## config.mk

```make
export PLATFORM = sky130hd
export DESIGN_NAME = spi_share_arbiter
export DESIGN_NICKNAME = d
export VERILOG_FILES = /design/src/rtl/spi_share_pkg.sv /design/src/rtl/spi_share_arbiter_sync_bit.sv /design/src/rtl/spi_share_arbiter.sv
export SDC_FILE = /design/constraint.sdc
export NUM_CORES = 1
export LEC_CHECK = 0
export CAP_MARGIN = 20
export CORE_MARGIN = 10
export CORE_UTILIZATION = 58
export DETAILED_ROUTE_END_ITERATION = 10
export HOLD_SLACK_MARGIN = 0.1
export PLACE_DENSITY = 0.86
export SYNTH_ARGS = -nofsm -noshare
export SYNTH_HDL_FRONTEND = slang
export SYNTH_HIERARCHICAL = 1
export SYNTH_SLANG_ARGS = --single-unit
```

## constraint.sdc

```tcl
create_clock -name clk_sys -period 3.9 [get_ports clk_sys]
set_input_delay 0.78 -clock clk_sys [delete_from_list [all_inputs] [get_ports clk_sys]]
set_output_delay 0.78 -clock clk_sys [all_outputs]
set_load 0.01 [all_outputs]
```

## src/rtl/spi_share_pkg.sv

```systemverilog
// spi_share_pkg
//   Shared types and constants for the SPI bus-sharing arbiter.
//   owner_t : encoding of the owner output (none / host / SD).
//   state_t : arbiter state machine states.
//   sat_inc : saturating increment for the collision counter.
package spi_share_pkg;

   localparam int COLL_CNT_W = 8;
   localparam int GUARD_W    = 8;

   typedef enum logic [1:0] {
      OWN_NONE = 2'd0,
      OWN_HOST = 2'd1,
      OWN_SD   = 2'd2
   } owner_t;

   typedef enum logic [1:0] {
      IDLE       = 2'd0,
      GRANT_HOST = 2'd1,
      GRANT_SD   = 2'd2,
      GUARD      = 2'd3
   } state_t;

   function automatic logic [COLL_CNT_W-1:0] sat_inc(input logic [COLL_CNT_W-1:0] v);
      return (&v) ? v : v + 1'b1;
   endfunction

endpackage

```

## src/rtl/spi_share_arbiter_sync_bit.sv

```systemverilog
// sync_bit
//   N-stage flip-flop synchroniser for one asynchronous bit, with a
//   programmable reset value so each chain powers up at its inactive level.
//   clk_i : destination clock
//   rst_i : asynchronous active-high reset
//   d_i   : asynchronous input
//   q_o   : synchronised output (last stage)
module sync_bit #(
   parameter int   STAGES  = 2,
   parameter logic RST_VAL = 1'b0
) (
   input  logic clk_i,
   input  logic rst_i,
   input  logic d_i,
   output logic q_o
);

   logic [STAGES-1:0] chain_q;

   always_ff @(posedge clk_i or posedge rst_i) begin
      if (rst_i) begin
         chain_q <= {STAGES{RST_VAL}};
      end else begin
         chain_q <= {chain_q[STAGES-2:0], d_i};
      end
   end

   assign q_o = chain_q[STAGES-1];

endmodule

```

## src/rtl/spi_share_arbiter.sv

```systemverilog
// spi_share_arbiter
//   Arbitrates the shared SPI slave bus between the MCU host channels
//   (data_io ss2_n, OSD ss3_n, user_io conf_data0) and the SD passthrough
//   (ss4_n). Selects and SCKs are synchronised into clk_sys; the bus is
//   granted to one side at a time with a guard interval between owners.
//   Inputs : clk_sys, reset (async, active high), ss2_n, ss3_n, conf_data0,
//            ss4_n, sck_host, sck_sd, miso_core, miso_sd, clr_stats.
//   Outputs: sck_out (gated SCK to core), miso_out/miso_oe (SPI_DO drive),
//            owner (0 none, 1 host, 2 SD), collision (sticky),
//            collision_cnt (saturating).
module spi_share_arbiter
   import spi_share_pkg::*;
#(
   parameter int SYNC_STAGES   = 2,
   parameter int GUARD_CYCLES  = 8,
   parameter bit HOST_PRIORITY = 1'b1
) (
   input  logic                  clk_sys,
   input  logic                  reset,
   input  logic                  ss2_n,
   input  logic                  ss3_n,
   input  logic                  conf_data0,
   input  logic                  ss4_n,
   input  logic                  sck_host,
   input  logic                  sck_sd,
   input  logic                  miso_core,
   input  logic                  miso_sd,
   output logic                  sck_out,
   output logic                  miso_out,
   output logic                  miso_oe,
   output logic [1:0]            owner,
   output logic                  collision,
   output logic [COLL_CNT_W-1:0] collision_cnt,
   input  logic                  clr_stats
);

   // Bit order: ss2_n, ss3_n, conf_data0, ss4_n, sck_host, sck_sd.
   // Reset values are the inactive levels (selects off, SCKs low).
   localparam int             NSYNC    = 6;
   localparam logic [NSYNC-1:0] SYNC_RST = 6'b00_1011;

   logic [NSYNC-1:0] raw_vec;
   logic [NSYNC-1:0] sync_vec;

   assign raw_vec = {sck_sd, sck_host, ss4_n, conf_data0, ss3_n, ss2_n};

   generate
      for (genvar gi = 0; gi < NSYNC; gi++) begin : g_sync
         sync_bit #(
            .STAGES  (SYNC_STAGES),
            .RST_VAL (SYNC_RST[gi])
         ) u_sync (
            .clk_i (clk_sys),
            .rst_i (reset),
            .d_i   (raw_vec[gi]),
            .q_o   (sync_vec[gi])
         );
      end
   endgenerate

   logic host_req, sd_req, sck_h_s, sck_d_s;
   assign host_req = ~sync_vec[0] | ~sync_vec[1] | sync_vec[2];
   assign sd_req   = ~sync_vec[3];
   assign sck_h_s  = sync_vec[4];
   assign sck_d_s  = sync_vec[5];

   state_t                state_q;
   owner_t                owner_q;
   logic                  g_host_q, g_sd_q;
   logic [GUARD_W-1:0]    guard_q;
   logic                  host_req_q, sd_req_q;
   logic                  collision_q;
   logic [COLL_CNT_W-1:0] coll_cnt_q;

   logic pick_host, pick_sd, coll_hit;

   // Arbitration winner when leaving IDLE; a tie goes to the priority side.
   assign pick_host = host_req & (~sd_req | HOST_PRIORITY);
   assign pick_sd   = sd_req & (~host_req | ~HOST_PRIORITY);

   // Only a fresh request from the non-owning side counts as a collision.
   assign coll_hit = ((state_q == GRANT_HOST) & sd_req & ~sd_req_q) |
                     ((state_q == GRANT_SD) & host_req & ~host_req_q);

   always_ff @(posedge clk_sys or posedge reset) begin
      if (reset) begin
         state_q     <= IDLE;
         owner_q     <= OWN_NONE;
         g_host_q    <= 1'b0;
         g_sd_q      <= 1'b0;
         guard_q     <= '0;
         host_req_q  <= 1'b0;
         sd_req_q    <= 1'b0;
         collision_q <= 1'b0;
         coll_cnt_q  <= '0;
      end else begin
         host_req_q <= host_req;
         sd_req_q   <= sd_req;

         // A grant is dropped only while its SCK is low so sck_out cannot
         // be cut mid-pulse; it may therefore linger into GUARD.
         if (state_q != GRANT_HOST && !sck_h_s) g_host_q <= 1'b0;
         if (state_q != GRANT_SD && !sck_d_s)   g_sd_q   <= 1'b0;

         case (state_q)
            IDLE: begin
               if (pick_host) begin
                  if (!sck_h_s) begin
                     state_q  <= GRANT_HOST;
                     owner_q  <= OWN_HOST;
                     g_host_q <= 1'b1;
                  end
               end else if (pick_sd) begin
                  if (!sck_d_s) begin
                     state_q <= GRANT_SD;
                     owner_q <= OWN_SD;
                     g_sd_q  <= 1'b1;
                  end
               end
            end
            GRANT_HOST: begin
               if (!host_req) begin
                  state_q <= GUARD;
                  guard_q <= GUARD_W'(GUARD_CYCLES);
               end
            end
            GRANT_SD: begin
               if (!sd_req) begin
                  state_q <= GUARD;
                  guard_q <= GUARD_W'(GUARD_CYCLES);
               end
            end
            GUARD: begin
               // owner keeps the previous side until the guard expires.
               if (guard_q <= 1 && !sck_h_s && !sck_d_s) begin
                  state_q <= IDLE;
                  owner_q <= OWN_NONE;
                  guard_q <= '0;
               end else if (guard_q != 0) begin
                  guard_q <= guard_q - 1'b1;
               end
            end
            default: state_q <= IDLE;
         endcase

         if (clr_stats) begin
            collision_q <= 1'b0;
            coll_cnt_q  <= '0;
         end else if (coll_hit) begin
            collision_q <= 1'b1;
            coll_cnt_q  <= sat_inc(coll_cnt_q);
         end
      end
   end

   assign owner         = owner_q;
   assign collision     = collision_q;
   assign collision_cnt = coll_cnt_q;
   assign sck_out       = (sck_host & g_host_q) | (sck_sd & g_sd_q);

   always_comb begin
      miso_out = 1'b0;
      miso_oe  = 1'b0;
      case (state_q)
         GRANT_HOST: begin
            miso_out = miso_core;
            miso_oe  = ~ss2_n | ~ss3_n | conf_data0;
         end
         GRANT_SD: begin
            miso_out = miso_sd;
            miso_oe  = 1'b1;
         end
         default: begin
            miso_out = 1'b0;
            miso_oe  = 1'b0;
         end
      endcase
   end

endmodule

```

==> metrics.md, run 1 <==
| Metric | Value |
|---|---|
| Most instantiated flip-flop cell in the synthesis netlist | sky130_fd_sc_hd__dfrtp_1 |
| Post-route total power | 1.38 mW |
| H-tree lvl count | 2 |
| Reg2Reg Setup Slack | 1.45 ns |
| Synth top cells by count | sky130_fd_sc_hd__dfrtp_1 (31), sky130_fd_sc_hd__inv_1 (20), sky130_fd_sc_hd__nor2_1 (11), sky130_fd_sc_hd__o21ai_0 (10), sky130_fd_sc_hd__or4_1 (10) |
| Area share of the largest cell type after synthesis | 41.0% |
| Die span in x | 77.1 µm |
| Bufs on Longest Clock Path | 2 |
| Worst-case hold slack | 0.363 ns |
| Top cell type by total area after synthesis | sky130_fd_sc_hd__dfrtp_1 |
| Max-slew violation count | 0 |
| Cell depth of the worst min-delay path | 0 |
| Clock tree root buffer cell | sky130_fd_sc_hd__clkbuf_4 |
| Total die area | 5950 µm² |
| Clock tree from TritonCTS | done |
| Post-layout instance area | 2230 µm² |
| Type of the worst min-delay path | register to register |
| Instance area after placement | 2160 µm² |
| Data arrival at the endpoint of the critical path | 2.11 ns |
| Kind of critical path | input port to output pin |
| Share of synthesized cell area in and, or, nand and nor gates | 17.7% |
| Final RePlAce weighted congestion | 0.858 |
| Relative area change from synthesis to final layout | 17.6% |
| Global route total overflow | 0 |
| Setup Buffers After CTS | 0 |
| Number of buffer cells added on primary ports | 24 |
| Overall fraction of global-route tracks in use | 14.5% |
| Outcome | finished clean |
| Highest fanout seen on the critical path | 2 |
| End-of-flow core utilization | 72.4% |
| Unrepaired setup endpoints after global routing | false |
| Post-synthesis sequential area ratio | 49.3% |
| Peak VDD IR | 0.506 mV |
| Worst reg2reg path endpoint | state_q[1] |
| Total inserted antenna cells | 0 |
| Least-Margin Pin Slew | 1.09 ns |
| Number of iterations in the first detailed-routing pass | 4 |
| Number of hold buffers added after cts | 0 |
| Clock transition at the register clock pins on the worst setup and hold paths after CTS | 0.12 ns |
| Clock sinks | 37 |
| Routed length per instance | 16.6 µm |
| Share of final-layout standard cells stronger than drive strength 1 | 14.4% |
| Count of maximum capacitance violations | 0 |
| Path depth of the worst reg2reg path | 6 |
| Clock latency on the worst-skew pair | 0.34 ns |
| Required @ worst endpoint | 3.12 ns |
| # nets final | 226 |
| Cell breakdown of the critical path | clkdlybuf4s50_1 -> nand3b_1 -> a21oi_1 -> nor2_1 -> clkdlybuf4s50_1 |
| Syn Inst Count | 182 |
| Launch instance of the worst min-delay path | g_sync[0].u_sync/chain_q[0] |
| Post-route fraction of the period consumed by the critical path | 74.0% |
| Startpoint of the worst-slack reg-to-reg timing path | state_q[0] |
| Synth cell types | 47 |
| Total clock buffers created by CTS | 5 |
| Crit start category | input port |
| Sink of the worst hold path | g_sync[0].u_sync/chain_q[1] |
| Maximum frequency from static timing analysis | 0.346 GHz |
| Fillcell total | 227 |
| Clock period minus final worst setup slack | 2.89 ns |
| Row cnt | 20 |
| Master of the slowest instance on the critical path | sky130_fd_sc_hd__clkdlybuf4s50_1 |
| Adder and majority gate portion of the synthesized area | 5.29% |
| Share of synthesized flip-flops with an asynchronous set or reset | 100% |
| Kind of end point of the critical path | output pin |
| Half-perimeter wire length after placement | 3.16 mm |
| Vias per std cell | 6.10 |
| Via count of the first global-routing pass | 1,604 |
| Via Count | 1,536 |
| Total negative slack | 0 ns |
| Final routed DRC violation total | 0 |
| Largest clock skew in the final design | 0.00353 ns |
| Crit path top cell by count | sky130_fd_sc_hd__clkdlybuf4s50_1 |
| Compound-Gate Fraction of Synth Area | 19.0% |
| Number of synthesized register bits | 37 |
| Leakage | 0.937 nW |
| Number of flops mapped to enable cells by yosys | 0 |
| Total setup violations reported at the end of the flow | 0 |
| Effective utilization at floorplan | 61.5% |
| Height of the die | 77.1 µm |
| Post_cts resized | 0 |
| Top cells by area, synth | sky130_fd_sc_hd__dfrtp_1 (41%), sky130_fd_sc_hd__dfstp_2 (8.3%), sky130_fd_sc_hd__ha_1 (5.3%) |
| Antenna violations before repair | 0 |
| 1st-iter DRT viols | 90 |
| Parity-gate share of the synthesized area counting xor and xnor cells | 0% |
| First-pass GRT wire length | 7.20 mm |
| Mapped Area | 1890 µm² |
| Tightest slew margin relative to the limit | 27.6% |
| Post-Synthesis Mean Instance Area | 10.4 µm² |
| Post-synthesis mux area share | 3.44% |
| Delay of the slowest critical-path stage | 0.50 ns |
| Count of final hold-check violations | 0 |
| Total core area | 3080 µm² |
| Most used standard cell by instance count after synthesis | sky130_fd_sc_hd__dfrtp_1 |
| Cell Pwr Density | 620 nW/µm² |
| Total of warnings raised by yosys | 6 |
| Top-level port count | 25 |
| Remaining antenna violation count after routing | 0 |
| Net count of the mapped netlist | 201 |
| Maximum number of pins on one net before global-route repair | 26 |
| Combinational family with the most area after synthesis | compound AO/OA/AOI/OAI gates |
| Drt total wl | 4.18 mm |
-- per-stage QoR --
stage | setup slack, ns | std cells
after floorplan | 1.71 | 182
after global placement | 1.04 | 244
after detailed placement | 1.03 | 244
after CTS | 1.01 | 252
after global routing | 0.922 | 252
final | 1.01 | 252
-- logic make-up after synthesis --
logic type | Yosys count
multiplexers | 6
buffers and inverters | 26
AO/OA/AOI/OAI | 51
flip-flops | 37
AND/OR/NAND/NOR | 54
adder cells (fa/ha/maj) | 8
-- cell usage in the layout, fill, tap and decap left out, types with 2 or more instances in the layout --
cell	synthesis	final
sky130_fd_sc_hd__dfrtp_1	31	31
sky130_fd_sc_hd__mux2_2	4	4
sky130_fd_sc_hd__nand3b_1	2	2
sky130_fd_sc_hd__nor4_1	2	2
sky130_fd_sc_hd__or3_1	2	2
sky130_fd_sc_hd__dfstp_2	6	6
sky130_fd_sc_hd__or2_2	5	5
sky130_fd_sc_hd__ha_1	8	8
sky130_fd_sc_hd__o21a_1	2	2
sky130_fd_sc_hd__nand3_1	5	5
sky130_fd_sc_hd__inv_1	20	20
sky130_fd_sc_hd__mux2i_1	2	2
sky130_fd_sc_hd__a21oi_1	9	9
sky130_fd_sc_hd__o2bb2ai_1	2	2
sky130_fd_sc_hd__clkdlybuf4s50_1	0	24
sky130_fd_sc_hd__clkbuf_4	0	5
sky130_fd_sc_hd__inv_6	0	2
sky130_fd_sc_hd__nand2_1	6	6
sky130_fd_sc_hd__a22oi_1	4	4
sky130_fd_sc_hd__o21ai_0	10	10
sky130_fd_sc_hd__or4_1	10	10
sky130_fd_sc_hd__o31ai_1	9	9
sky130_fd_sc_hd__nor2_1	11	11
sky130_fd_sc_hd__o41ai_1	3	3
-- how the worst max path moves through the flow --
stage	startpoint	to	cells past startpoint
final	ss3_n	miso_oe	5
after global routing	conf_data0	miso_oe	5
after CTS	conf_data0	miso_oe	5
after detailed placement	conf_data0	miso_oe	5
after global placement	conf_data0	miso_oe	5
after floorplan	guard_q[2]	state_q[1]	5
-- worst max-delay path, delay by kind of cell --
kind	cells	cell delay, ns
simple gates	2	0.16
buf+inv	2	0.98
compound gates	1	0.18
-- area by class of cell --
cell class / count / area [µm²] / share of cell area (%)
flip-flops and latches: 37 / 933 / 41.9
clock inverters: 3 / 25.0 / 1.12
well taps: 44 / 55.1 / 2.47
multi-input cells: 119 / 861 / 38.7
repair buffers: 24 / 240 / 10.8
clock buffers: 5 / 37.5 / 1.69
inverters: 20 / 75.1 / 3.37
-- registers in the layout, indices dropped and copies added, names as in the netlist --
| signal | flops |
|---|---|
| owner | 2 |
| guard_q | 8 |
| collision | 1 |
| g_sync.u_sync/chain_q | 12 |
| g_host_q | 1 |
| sd_req_q | 1 |
| g_sd_q | 1 |
| host_req_q | 1 |
| state_q | 2 |
| collision_cnt | 8 |
-- power by group --
part,switching [mW],leakage [nW],total [mW],internal [mW]
Clock,0.139,0.0322,0.213,0.0746
Sequential,0.0649,0.459,0.516,0.451
Combinational,0.363,0.445,0.651,0.287
Total,0.567,0.937,1.38,0.813
-- routing by layer --
layer  up-vias  wire, µm  track usage (%)  share of wire [%]
li1        723         -                -                  -
met1       746      1690             15.3                 40
met2        51      2110             25.0                 50
met3        16       264             6.18                6.3
met4         0       117             5.66                2.8
met5         -         0                0                  0
No activity file was read; power rests on OpenSTA's default activity.
==> run 2: changes to the inputs <==
Settings changed: CORE_UTILIZATION 58 to 54, PLACE_DENSITY 0.86 to 0.81.
Clock period 3.9 ns to 2.9 ns, I/O delays scaled along.
==> run 2 against run 1 <==
Effect of this change: total power up 34%; first-iteration DRC count is 38% lower; count of clock-buffer cells in the layout up 1; clock skew rose by 0.011 ns; final cell count increased by 2.0%; combinational power grew 35%; utilization down 5.3 points; sequential power is 33% higher; critical path depth is the same; die area up 5.5%; register-to-register slack worse by 0.89 ns; hold slack improved by 0.0016 ns; critical path type is now register to output pin; critical endpoint is now miso_out; largest power group unchanged.
==> metrics.md, run 2 (synthesis results as in run 1) <==
| Metric | Value |
|---|---|
| Outcome | finished clean |
| Via count of the first global-routing pass | 1,500 (-6.5%) |
| Peak VDD IR | 0.487 mV (-3.8%) |
| # nets final | 229 (+1.3%) |
| Largest register FFs | 12 (unchanged) |
| Die span in x | 79.2 µm (+2.7%) |
| Required @ worst endpoint | 2.32 ns (-0.80 ns) |
| Half-perimeter wire length after placement | 3.05 mm (-3.6%) |
| Number of hold buffers added after cts | 0 (unchanged) |
| Worst path buffer plus inverter count | 2 (unchanged) |
| Total clock buffers created by CTS | 5 (unchanged) |
| Via Count | 1,526 (-0.65%) |
| Final RePlAce weighted congestion | 0.838 (-2.3%) |
| Total die area | 6270 µm² (+5.5%) |
| Remaining antenna violation count after routing | 0 (unchanged) |
| Type of the worst min-delay path | register to register |
| Clock tree root buffer cell | sky130_fd_sc_hd__clkbuf_4 |
| End-of-flow core utilization | 67.0% (-5.3 points) |
| Vias per std cell | 5.94 (-2.6%) |
| Commonest cells after routing, fill and taps aside | sky130_fd_sc_hd__dfrtp_1 (31), sky130_fd_sc_hd__clkdlybuf4s50_1 (24), sky130_fd_sc_hd__inv_1 (20), sky130_fd_sc_hd__nor2_1 (11) |
| Tightest slew margin relative to the limit | 55.5% (+28 points) |
| Effective utilization at floorplan | 56.3% (-5.2 points) |
| Leading cell type in the layout, fill and taps excluded | sky130_fd_sc_hd__dfrtp_1 |
| Launch instance of the worst min-delay path | g_sync[0].u_sync/chain_q[0] |
| Total setup violations reported at the end of the flow | 0 (unchanged) |
| Overall fraction of global-route tracks in use | 13.1% (-1.4 points) |
| Clock tree from TritonCTS | done |
| Routed length per instance | 15.6 µm (-6.0%) |
| Top-level port count | 25 (unchanged) |
| Number of iterations in the first detailed-routing pass | 4 (unchanged) |
| Relative area change from synthesis to final layout | 19.1% |
| Clock latency on the worst-skew pair | 0.34 ns (about the same) |
| Leakage | 0.957 nW (+2.1%) |
| 1st-iter DRT viols | 56 (-38%) |
| Clock sinks | 37 (unchanged) |
| Height of the die | 79.2 µm (+2.7%) |
| Total core area | 3360 µm² (+9.3%) |
| Bufs on Longest Clock Path | 2 (unchanged) |
| Startpoint of the worst-slack reg-to-reg timing path | guard_q[2] |
| Kind of end point of the critical path | output pin |
| Global route total overflow | 0 (unchanged) |
| Share of final-layout standard cells stronger than drive strength 1 | 15.6% (+1.2 points) |
| Total inserted antenna cells | 0 (unchanged) |
| Clock transition at the register clock pins on the worst setup and hold paths after CTS | 0.11 ns (about the same) |
| Worst-case hold slack | 0.365 ns (+0.00159 ns) |
| Final routed DRC violation total | 0 (unchanged) |
| Count of final hold-check violations | 0 (unchanged) |
| Post_cts resized | 0 (unchanged) |
| Maximum number of pins on one net before global-route repair | 26 (unchanged) |
| Clock period minus final worst setup slack | 2.50 ns |
| Cell breakdown of the critical path | inv_1 -> ha_1 -> a22oi_1 -> nor2_1 -> clkdlybuf4s50_1 |
| Antenna violations before repair | 0 (unchanged) |
| Crit start category | register |
| Cell Pwr Density | 822 nW/µm² (+33%) |
| Largest clock skew in the final design | 0.0141 ns (+0.0106 ns) |
| Max-slew violation count | 0 (unchanged) |
| Maximum frequency from static timing analysis | 0.400 GHz |
| Post-route fraction of the period consumed by the critical path | 86.3% |
| Kind of critical path | register to output pin |
| Final instance count without filler cells | 257 (+2.0%) |
| Highest fanout seen on the critical path | 5 (+3) |
| Drt total wl | 4.01 mm (-4.1%) |
| Setup Buffers After CTS | 0 (unchanged) |
| Least-Margin Pin Slew | 0.665 ns (-0.421 ns) |
| Count of maximum capacitance violations | 0 (unchanged) |
| CP Launch Point | state_q[0] |
| Total negative slack | 0 ns (unchanged) |
| Number of buffer cells added on primary ports | 24 (unchanged) |
| Unrepaired setup endpoints after global routing | false |
| Delay of the slowest critical-path stage | 0.55 ns (+0.05 ns) |
| Master of the slowest instance on the critical path | sky130_fd_sc_hd__clkdlybuf4s50_1 |
| Data arrival at the endpoint of the critical path | 1.92 ns (-0.19 ns) |
| Cell family with the largest share of critical-path delay | buffers and inverters |
| Register with the highest flop count | g_sync.u_sync/chain_q |
| Row cnt | 21 (+5.0%) |
| H-tree lvl count | 2 (unchanged) |
| First-pass GRT wire length | 6.67 mm (-7.4%) |
| DP Cell Count | 249 (+2.0%) |
run 2: cell types whose count changed in the layout (fill, tap and decap cells not counted), sizes merged:
cell,before,now
buf,0,3
clkinvlp,1,0
clkbuf,5,6
inv,22,20
clkinv,0,2
run 2: cell type report:
type	instances	area (µm²)
Clock buffer	6	51.3
Clock inverter	2	13.8
Fill cell	285	1110
Inverter	20	75.1
Multi-Input combinational cell	119	861
Sequential cell	37	933
Tap cell	46	57.6
Timing Repair Buffer	27	263
run 2: final timing paths:
path                                          endpoint  depth (start not counted)  slack (ns)
setup / recovery                              miso_out                          5        0.40
hold / removal             g_sync[0].u_sync/chain_q[1]                          0        0.37
setup reg to reg                            state_q[1]                          4        0.56
hold reg to reg            g_sync[0].u_sync/chain_q[1]                          0        0.37
max in group asynchronous                   guard_q[0]                          3        1.88
min in group asynchronous  g_sync[5].u_sync/chain_q[1]                          2        0.55
run 2: stage by stage:
step / area [µm²] / power (mW) / setup slack (ns)
global placement: 2190 / 1.53 / 0.472
finish: 2250 / 1.85 / 0.398
CTS: 2250 / 1.87 / 0.384
global route: 2250 / 2.00 / 0.261
detailed placement: 2190 / 1.57 / 0.451
floorplan: 1890 / 1.31 / 0.708
run 2: layer usage:
metal	track usage [%]	routed length, µm	vias to the layer above
li1	-	-	732
met1	13.4	1640	748
met2	23.7	2020	35
met3	5.63	269	11
met4	3.58	74	0
met5	0	0	-
run 2: worst register-to-register path, stage by stage (launching register included):
cell and delay (ns):
sky130_fd_sc_hd__dfrtp_1 0.43, sky130_fd_sc_hd__or4_1 0.65, sky130_fd_sc_hd__o41a_1 0.51, sky130_fd_sc_hd__nor3b_2 0.28
sky130_fd_sc_hd__mux2_2 0.36
run 2: where the power goes:
part           switching [mW]  internal [mW]  leakage (nW)  total [mW]
Combinational           0.476          0.402         0.459       0.878
Sequential             0.0785          0.607         0.459       0.686
Clock                   0.172          0.118        0.0382       0.291
==> run 3: changes to the inputs <==
Settings changed: PLACE_DENSITY 0.81 to default, PLACE_DENSITY_LB_ADDON from default to 0.2.
==> run 3 against run 2 <==
Effect of this change: critical path depth stayed put; total power grew 5.9%; first-iteration DRC count up 20%; setup slack got worse by 0.00068 ns; final area is 1.1% higher; combinational power grew 2%; sequential power barely moved.
==> metrics.md, run 3 (synthesis results as in run 1) <==
| Metric | Value |
|---|---|
| Outcome | finished clean |
| Instance area after placement | 2190 µm² (unchanged) |
| Leading cell type in the layout, fill and taps excluded | sky130_fd_sc_hd__dfrtp_1 |
| Maximum number of pins on one net before global-route repair | 26 (unchanged) |
| Fillcell total | 277 (-2.8%) |
| Cell family with the largest share of critical-path delay | buffers and inverters |
| Cell breakdown of the critical path | inv_1 -> ha_1 -> a22oi_1 -> nor2_1 -> clkdlybuf4s50_1 |
| Setup Buffers After CTS | 0 (unchanged) |
| End-of-flow core utilization | 67.7% (+0.71 points) |
| Count of final hold-check violations | 0 (unchanged) |
| Largest clock skew in the final design | 0.0150 ns (+0.000873 ns) |
| Register with the highest flop count | g_sync.u_sync/chain_q |
| First-pass GRT wire length | 6.98 mm (+4.5%) |
| Clock transition at the register clock pins on the worst setup and hold paths after CTS | 0.11 ns (about the same) |
| Antenna violations before repair | 0 (unchanged) |
| 1st-iter DRT viols | 67 (+20%) |
| Effective utilization at floorplan | 56.3% (unchanged) |
| Clock latency on the worst-skew pair | 0.35 ns (about the same) |
| Overall fraction of global-route tracks in use | 13.9% (+0.78 points) |
| Top-level port count | 25 (unchanged) |
| Data arrival at the endpoint of the critical path | 1.92 ns (about the same) |
| Half-perimeter wire length after placement | 3.07 mm (+0.64%) |
| Total negative slack | 0 ns (unchanged) |
| Global route total overflow | 0 (unchanged) |
| Unrepaired setup endpoints after global routing | false |
| Least-Margin Pin Slew | 0.688 ns (+0.0231 ns) |
| Via Count | 1,507 (-1.2%) |
| Clock tree from TritonCTS | done |
| Final routed DRC violation total | 0 (unchanged) |
| Remaining antenna violation count after routing | 0 (unchanged) |
| Vias per std cell | 5.86 (-1.2%) |
| Total inserted antenna cells | 0 (unchanged) |
| Die span in x | 79.2 µm (unchanged) |
| Routed length per instance | 16.1 µm (+3.3%) |
| Highest fanout seen on the critical path | 5 (unchanged) |
| Tightest slew margin relative to the limit | 54.0% (-1.5 points) |
| Max-slew violation count | 0 (unchanged) |
| Row cnt | 21 (unchanged) |
| Drt total wl | 4.14 mm (+3.3%) |
| Worst path buffer plus inverter count | 2 (unchanged) |
| Clock sinks | 37 (unchanged) |
| Number of hold buffers added after cts | 0 (unchanged) |
| Crit start category | register |
| Number of iterations in the first detailed-routing pass | 4 (unchanged) |
| Clock period minus final worst setup slack | 2.50 ns (+0.000675 ns) |
| Clock tree root buffer cell | sky130_fd_sc_hd__clkbuf_4 |
| Largest register FFs | 12 (unchanged) |
| Relative area change from synthesis to final layout | 20.4% |
| GR Util met1 | 16.3% (+2.9 points) |
| Post_cts resized | 0 (unchanged) |
| Height of the die | 79.2 µm (unchanged) |
| Via count of the first global-routing pass | 1,466 (-2.3%) |
| Master of the slowest instance on the critical path | sky130_fd_sc_hd__clkdlybuf4s50_1 |
| Delay of the slowest critical-path stage | 0.55 ns (about the same) |
| Final RePlAce weighted congestion | 0.862 (+2.8%) |
| Total core area | 3360 µm² (unchanged) |
| Post-route fraction of the period consumed by the critical path | 86.3% (about the same) |
| Worst-case hold slack | 0.359 ns (-0.00654 ns) |
| GRT busiest layer | met2 |
| Post-route total power | 1.96 mW (+5.9%) |
| Commonest cells after routing, fill and taps aside | sky130_fd_sc_hd__dfrtp_1 (31), sky130_fd_sc_hd__clkdlybuf4s50_1 (24), sky130_fd_sc_hd__inv_1 (20), sky130_fd_sc_hd__nor2_1 (11) |
| Share of final-layout standard cells stronger than drive strength 1 | 15.6% (unchanged) |
| Total clock buffers created by CTS | 5 (unchanged) |
| Total setup violations reported at the end of the flow | 0 (unchanged) |
| Met3 demand-to-capacity share in global routing | 5.41% (-0.23 points) |
| Kind of critical path | register to output pin |
| Peak VDD IR | 0.580 mV (+19%) |
| Bufs on Longest Clock Path | 2 (unchanged) |
| Cell Pwr Density | 861 nW/µm² (+4.8%) |
| Count of maximum capacitance violations | 0 (unchanged) |
| H-tree lvl count | 2 (unchanged) |
| Kind of end point of the critical path | output pin |
| Required @ worst endpoint | 2.32 ns (about the same) |
| Maximum frequency from static timing analysis | 0.400 GHz (about the same) |
| Leakage | 0.963 nW (+0.65%) |
| Post-layout instance area | 2280 µm² (+1.1%) |
| # nets final | 229 (unchanged) |
| Type of the worst min-delay path | register to register |
| Met2 track demand over resource | 22.3% (-1.4 points) |
| Total die area | 6270 µm² (unchanged) |
| Number of buffer cells added on primary ports | 24 (unchanged) |
run 3: cell types whose count changed in the layout (fill, tap and decap cells not counted), sizes merged:
cell / delta
clkinv: -2
bufinv: +1
clkinvlp: +1
run 3: path summary, 6_finish.rpt:
check                                             from                           to  slack [ns]  cells after the start
setup / recovery                            state_q[0]                     miso_out        0.40                      5
hold / removal             g_sync[4].u_sync/chain_q[0]  g_sync[4].u_sync/chain_q[1]        0.36                      0
setup reg to reg                            guard_q[2]                   state_q[1]        0.52                      4
hold reg to reg            g_sync[4].u_sync/chain_q[0]  g_sync[4].u_sync/chain_q[1]        0.36                      0
max in group asynchronous                        reset                     g_host_q        1.89                      3
min in group asynchronous                        reset  g_sync[2].u_sync/chain_q[0]        0.55                      2
run 3: layout make-up:
| cell class | instances | area (µm²) | share of cell area (%) |
|---|---|---|---|
| clock buffers | 6 | 51.3 | 2.25 |
| clock inverters | 2 | 37.5 | 1.65 |
| inverters | 20 | 75.1 | 3.29 |
| multi-input cells | 119 | 861 | 37.8 |
| flip-flops and latches | 37 | 933 | 41.0 |
| well taps | 46 | 57.6 | 2.53 |
| repair buffers | 27 | 263 | 11.5 |
run 3: metal layers:
metal,part of all wire [%],routed length (µm),vias up
met5,0,0,-
met3,6.5,268,4
met1,43,1760,734
met4,0.77,32,0
met2,50,2070,39
li1,-,-,730
run 3: stage by stage:
step,instances,setup WS [ns]
floorplan,182,0.708
global placement,249,0.472
detailed placement,249,0.453
CTS,257,0.384
global route,257,0.229
finish,257,0.397
run 3: where the power goes:
group          switching (mW)  total [mW]  internal [mW]
registers              0.0816       0.689          0.607
logic                   0.493       0.895          0.402
clock network           0.174       0.379          0.205
